**src/rtl/grid_mover.sv**
```systemverilog
// Grid mover: steps a position across a GRID_W x GRID_H grid, turning toward
// latched direction requests and checking each target cell against a wall map.
module grid_mover #(
  parameter int GRID_W  = 21,
  parameter int GRID_H  = 21,
  parameter int CW      = 5,
  parameter int START_X = 10,
  parameter int START_Y = 12,
  parameter int WRAP_EN = 1
) (
  input  logic          clk,
  input  logic          reset,
  input  logic          up,
  input  logic          down,
  input  logic          left,
  input  logic          right,
  input  logic          step,
  output logic          wall_req,
  output logic [CW-1:0] wall_x,
  output logic [CW-1:0] wall_y,
  input  logic          wall_ack,
  input  logic          wall_blocked,
  output logic [CW-1:0] curr_x,
  output logic [CW-1:0] curr_y,
  output logic [1:0]    heading,
  output logic          moving,
  output logic          busy
);

  localparam logic [1:0] S_IDLE = 2'd0;
  localparam logic [1:0] S_TURN = 2'd1;
  localparam logic [1:0] S_FWD  = 2'd2;

  logic [1:0]    r_state;
  logic [CW-1:0] r_x, r_y, r_wx, r_wy;
  logic [1:0]    r_head, r_pdir;
  logic          r_mov, r_pvld, r_off;

  logic          w_one;
  logic [1:0]    w_ndir, w_cdir;
  logic          w_c_off, w_h_off, w_done, w_blk;
  logic [CW-1:0] w_c_x, w_c_y, w_h_x, w_h_y;

  // Neighbour of (x,y) along dir; off flags an edge crossing with wrap disabled.
  function automatic logic [2*CW:0] next_cell(input logic [1:0] dir,
                                              input logic [CW-1:0] x,
                                              input logic [CW-1:0] y);
    logic [CW-1:0] tx, ty;
    logic          off;
    tx  = x;
    ty  = y;
    off = 1'b0;
    case (dir)
      2'd0: if (y == '0) begin ty = CW'(GRID_H-1); off = (WRAP_EN == 0); end
            else ty = y - CW'(1);
      2'd1: if (x == CW'(GRID_W-1)) begin tx = '0; off = (WRAP_EN == 0); end
            else tx = x + CW'(1);
      2'd2: if (y == CW'(GRID_H-1)) begin ty = '0; off = (WRAP_EN == 0); end
            else ty = y + CW'(1);
      default: if (x == '0) begin tx = CW'(GRID_W-1); off = (WRAP_EN == 0); end
               else tx = x - CW'(1);
    endcase
    return {off, tx, ty};
  endfunction

  always_comb begin
    w_one  = ($countones({up, right, down, left}) == 1);
    w_ndir = 2'd3;
    if (up)         w_ndir = 2'd0;
    else if (right) w_ndir = 2'd1;
    else if (down)  w_ndir = 2'd2;
    w_cdir = r_pvld ? r_pdir : r_head;
    {w_c_off, w_c_x, w_c_y} = next_cell(w_cdir, r_x, r_y);
    {w_h_off, w_h_x, w_h_y} = next_cell(r_head, r_x, r_y);
    // An off-grid target resolves as blocked one cycle after state entry.
    w_done = (r_state != S_IDLE) && (r_off || wall_ack);
    w_blk  = r_off || wall_blocked;
  end

  always_ff @(posedge clk) begin
    if (reset) begin
      r_state <= S_IDLE;
      r_x     <= CW'(START_X);
      r_y     <= CW'(START_Y);
      r_head  <= 2'd0;
      r_mov   <= 1'b0;
      r_pvld  <= 1'b0;
      r_pdir  <= 2'd0;
      r_wx    <= '0;
      r_wy    <= '0;
      r_off   <= 1'b0;
    end else begin
      case (r_state)
        S_IDLE: if (step && (r_pvld || r_mov)) begin
          r_state <= r_pvld ? S_TURN : S_FWD;
          r_wx    <= w_c_x;
          r_wy    <= w_c_y;
          r_off   <= w_c_off;
        end
        S_TURN: if (w_done) begin
          if (!w_blk) begin
            r_x     <= r_wx;
            r_y     <= r_wy;
            r_head  <= r_pdir;
            r_mov   <= 1'b1;
            r_pvld  <= 1'b0;
            r_state <= S_IDLE;
          end else if (r_mov) begin
            r_state <= S_FWD;
            r_wx    <= w_h_x;
            r_wy    <= w_h_y;
            r_off   <= w_h_off;
          end else begin
            r_state <= S_IDLE;
          end
        end
        S_FWD: if (w_done) begin
          if (!w_blk) begin
            r_x <= r_wx;
            r_y <= r_wy;
          end else begin
            r_mov <= 1'b0;
          end
          r_state <= S_IDLE;
        end
        default: r_state <= S_IDLE;
      endcase
      // Placed last so a fresh request beats the clear on a successful turn.
      if (w_one) begin
        r_pvld <= 1'b1;
        r_pdir <= w_ndir;
      end
    end
  end

  assign wall_req = (r_state != S_IDLE) && !r_off;
  assign wall_x   = r_wx;
  assign wall_y   = r_wy;
  assign curr_x   = r_x;
  assign curr_y   = r_y;
  assign heading  = r_head;
  assign moving   = r_mov;
  assign busy     = (r_state != S_IDLE);

endmodule

```
**config.mk**
```make
export PLATFORM = sky130hd
export DESIGN_NAME = grid_mover
export DESIGN_NICKNAME = d
export VERILOG_FILES = /design/src/rtl/grid_mover.sv
export SDC_FILE = /design/constraint.sdc
export NUM_CORES = 1
export LEC_CHECK = 0
export ABC_CLOCK_PERIOD_IN_PS = 2500
export CAP_MARGIN = 15
export CORE_MARGIN = 10
export CORE_UTILIZATION = 25
export DETAILED_ROUTE_END_ITERATION = 8
export PLACE_DENSITY = 0.44
export SKIP_CTS_REPAIR_TIMING = 1
export SYNTH_ARGS = -nofsm -noshare
export SYNTH_HDL_FRONTEND = slang
export SYNTH_SLANG_ARGS = --single-unit
```
**constraint.sdc**
```tcl
create_clock -name clk -period 2.5 [get_ports clk]
set_clock_uncertainty 0.1 [all_clocks]
set_input_delay 0.5 -clock clk [delete_from_list [all_inputs] [get_ports clk]]
set_output_delay 0.5 -clock clk [all_outputs]
set_load 0.02 [all_outputs]
```
---- Yosys cells after proc, flatten, opt, wreduce, memory -nomap -nowiden ----
Cells that the tools add are included.
Widths: inputs -> output; s select.
cells by class
  add/subtract/negate cells ............... 7
  multipliers ............................. 0
  div/mod/pow operators ................... 0
  order comparisons ....................... 0
  equal/unequal tests ..................... 17
  shifts and indexed selects .............. 0
  mux-type cells .......................... 43
  bitwise operators ....................... 1
  reduce and logical (&&, ||, !) cells .... 26
operators with widths
  operator             count
  $mux 5               12
  $pmux 5 s2           6
  $mux 2               9
  $ne 2x2->1 const B   8
  $mux 1               13
  $reduce_and 3->1     4
  $add 5x1->5 const B  2
  $eq 5x5->1 const B   2
  $logic_not 5->1      2
  $reduce_and 5->1     2
  $reduce_bool 2->1    5
  $sub 5x1->5 const B  2
  $eq 2x1->1 const B   3
  $eq 2x2->1 const B   3
  $logic_not 2->1      3
  $pmux 2 s3           1
  $reduce_or 2->1      3
  $add 1x1->2          2
  $pmux 1 s2           2
  $add 2x2->3          1
  $eq 3x1->1 const B   1
  $logic_and 1x1->1    3
  $logic_or 1x1->1     3
  $logic_not 1->1      1
  $not 1->1            1
storage, ports and cells
  register bits after elaboration ......... 29
  bits in latches ......................... 0
  RAM bits ................................ 0
  ROM bits ................................ 0
  bits of input ports ..................... 9
  output and inout port bits .............. 25
  word-level logic and storage cells ...... 104
  memories ................................ 0

---- Longest topological paths before layout ----
  word-level depth ........................ 7
  gate-level depth with buffers ........... 9

---- Worst setup path after synthesis ----
OpenSTA, ideal clock, no wires.
  kind .................................... input-to-reg
  start ................................... in up
  end ..................................... reg r_pdir[1]
  library setup time ...................... 128 ps
  arrival time ............................ 2179 ps
  path slack .............................. 94 ps
  stages .................................. 9
  buffers on the path ..................... 0
  cells stage by stage .................... inv_1 > fa_1 > inv_1 > ha_1 > ha_1 > nor3b_1 > nor2b_1 > a31oi_1 > nor2_1
between the ends
  word-level cells in the longest chain between the ends .. 3
  elaborated cells between the ends (all ways) .. 4
RTL lines
  element                            RTL line  RTL
  from (decl)                        13        input logic up,
  $add 1x1->2 (implied by the code)  67        w_one = ($countones({up, right, down, left}) == 1);
  $add 2x2->3 (implied by the code)  67
  $eq 3x1->1                         67
  to (signal assigned)               131       r_pdir <= w_ndir;
  to (decl)                          36        logic [1:0] r_head, r_pdir;
Parallel ways exist; a longest one is shown, timed or not.
A chain may end at the register's enable or synchronous reset.

---- Worst setup path in the final report ----
  start ................................... in right
  end ..................................... reg r_pdir[1]
between the ends
  word-level cells in the longest chain between the ends .. 3
  elaborated cells between the ends (all ways) .. 5
RTL lines
  element                            RTL line  RTL
  from (decl)                        16        input logic right,
  $add 1x1->2 (implied by the code)  67
  $add 2x2->3 (implied by the code)  67
  $eq 3x1->1                         67
Parallel ways exist; a longest one is shown, timed or not.

==> flow_summary.json <==
{
  "dieHeight_um": 115,
  "overall_overflow_remaining_after_global_route": 0,
  "synthesis.area_sq_um": 2250,
  "synth.avg_cell_area_sq_um": 7.61,
  "clk-insertion-delay-late_ns": 0.29,
  "gp_congestion": 0.842,
  "overall_track_demand_over_capacity_in_global_routing_pct": 11.0,
  "timing_worst_slew_pin_value_ns": 0.510,
  "synth_area_leaders": "dfxtp_1, nand2_1, ha_1",
  "grt_start_max_net_pins": 20,
  "report.final.slew_viol_count": 0,
  "drive_above_1_share_pct": 14.3,
  "drv_cap": 0,
  "run_status": "completed",
  "post_layout_nets": 358,
  "number_of_buffers_and_inverters_on_the_critical_path": 4,
  "drt_drc_violations_left": 0,
  "sequential_fraction_of_the_synthesis_area_pct": 24.9,
  "cts_root_buffer": "clkbuf_8",
  "synth_flop_cell": "dfxtp_1",
  "cts-root-to-sink-buffers": 2,
  "final_common_cell": "nand2_1",
  "critPathArrivalTime_ns": 2.50,
  "cp_max_fo": 4,
  "yosys.area.top_type_share_pct": 24.9,
  "gr-usage-met3_pct": 2.97,
  "diodes_inserted": 0,
  "global_route.peak_usage_layer": "met2",
  "worstHoldPathType": "reg -> reg",
  "timing.max_slew.rel_slack_pct": 65.9,
  "chipWidth_um": 115,
  "hold_vio_cnt_final": 0,
  "fin_crit_ns": 2.42,
  "first_global_vias": 2275,
  "placement.io_buffers": 33,
  "grtUsageMet2_pct": 18.0,
  "yosys_warnings": 0,
  "kind_of_cell_adding_the_most_delay_to_the_critical_path": "adder cells",
  "postSynthNetCount": 317,
  "vias": 2246,
  "power.static_leakage_nw": 1.07,
  "grt_first_pass_wirelength_um": 12000,
  "post_synthesis_register_bit_count": 28,
  "power_per_cell_area_nw_per_um2": 447,
  "slowest_delay_ns": 0.52,
  "dr.first_iter.drc_count": 116,
  "wire_per_inst_um": 16.3,
  "design_area_sq_um": 2900,
  "worst_ep_required_time_ns": 2.58,
  "layout_common_cells": "nand2_1, clkdlybuf4s50_1, dfxtp_1, a21oi_1, buf_4",
  "p_total_mw": 1.30,
  "die_area_sq_um": 13200,
  "cp_cell_sequence": "clkdlybuf4s50_1 -> inv_2 -> fa_1 -> inv_2 -> ha_4 -> ha_4 -> nor3b_2 -> buf_4 -> nor2b_1 -> a31oi_1 -> nor2_1",
  "fin_crit_sh_pct": 96.8,
  "area.growth.synth_to_final_pct": 28.8,
  "synth_top_cell_by_area": "dfxtp_1",
  "wirelength_um": 7240,
  "global_route.usage.met1_pct": 14.4,
  "setup_viol": 0,
  "number_of_iterations_in_the_first_detailed_routing_pass": 4,
  "core_area_sq_um": 8760,
  "i_o_pin_total": 34,
  "detailed_place.area_sq_um": 2810,
  "async_reset_ff_share_pct": 0,
  "timing_worst_setup_path_type": "in -> reg",
  "synthCells": 296,
  "antenna_found_initial": 0,
  "number_of_enable_type_register_cells_in_the_synthesized_netlist": 0,
  "clock_sinks": 28,
  "worst_path_max_delay_cell": "fa_1",
  "critPathCaptureType": "flop",
  "row_count": 34,
  "drtAntennaViolNets": 0,
  "cts_htree_levels": 1,
  "netlist-cell-type-count": 63,
  "dp.final_hpwl_um": 5280,
  "critPathLaunchType": "input port",
  "tritoncts": "done",
  "fmax_mhz": 413,
  "numCtsBuffers": 3,
  "peakVddDrop_v": 0.000475,
  "clk_transition_reported_paths_ns": 0.11,
  "vias_per_cell": 5.06,
  "start_util_pct": 25.7
}
## sequential cells by signal (all words and copies together) (netlist names)
signal,cells
curr_y,5
wall_x,5
curr_x,5
moving,1
wall_y,5
heading,2
r_pvld,1
r_state,2
r_pdir,2
## cells in the mapped netlist (5+ instances only)
cell type	number
nor2b_1	6
mux2i_1	6
clkbuf_1	7
a21oi_1	23
a31oi_1	5
nor2_1	19
nand2b_1	7
ha_1	11
inv_1	18
nand3_1	12
buf_2	9
a211oi_1	5
nand2_1	39
dfxtp_1	28
o21ai_0	11
## final cells by class
type,instances,area [sq um]
Clock buffer,4,55.1
Fill cell,939,5860
Inverter,18,67.6
Multi-Input combinational cell,228,1540
Sequential cell,28,561
Tap cell,108,135
Timing Repair Buffer,58,548
## kinds of logic (layout without fill, tap and decap cells)
| group | after synthesis | after routing | synth area share, % |
|---|---|---|---|
| simple gates | 118 | 118 | 27.1 |
| compound gates | 86 | 86 | 27.2 |
| buf+inv | 40 | 80 | 8.27 |
| flops | 28 | 28 | 24.9 |
| fa+ha+maj | 12 | 12 | 7.00 |
| mux | 10 | 10 | 4.77 |
| xor+xnor | 2 | 2 | 0.777 |
## path summary, 6_finish.rpt
path	startpoint	to	slack (ns)	depth (start not counted)
setup / recovery	right	r_pdir[1]	0.08	11
hold / removal	wall_x[0]	wall_x[0]	0.38	2
setup reg to reg	curr_x[0]	wall_x[4]	0.27	7
hold reg to reg	wall_x[0]	wall_x[0]	0.38	2
## tightest hold or removal path: stages (launching register included)
cell     delay (ns)
dfxtp_1        0.34
nand2_1        0.06
a21oi_1        0.05
## where the power goes
group          internal [mW]  switching, mW
logic                  0.221          0.257
clock network          0.142          0.161
registers              0.479         0.0370
## through the flow
stage          hold WS [ns]  setup slack, ns  instances  TNS [ns]  util [%]
4_1_cts               0.389          -0.0675        444    -0.129      32.7
5_1_grt               0.412         -0.00856        444  -0.00856      33.1
6_report              0.384           0.0801        444         0      33.1
2_1_floorplan         0.349           0.0936        296         0         -
3_5_place_dp          0.373           -0.383        440    -0.981      32.1
3_3_place_gp          0.370           -0.331        440    -0.824      32.1
## per-layer routing
layer / share of wire (%) / wire length (um)
met1: 48 / 3490
met2: 46 / 3300
met3: 5.4 / 390
met4: 0.65 / 47
met5: 0 / 0
(Power assumes the default switching activity.)
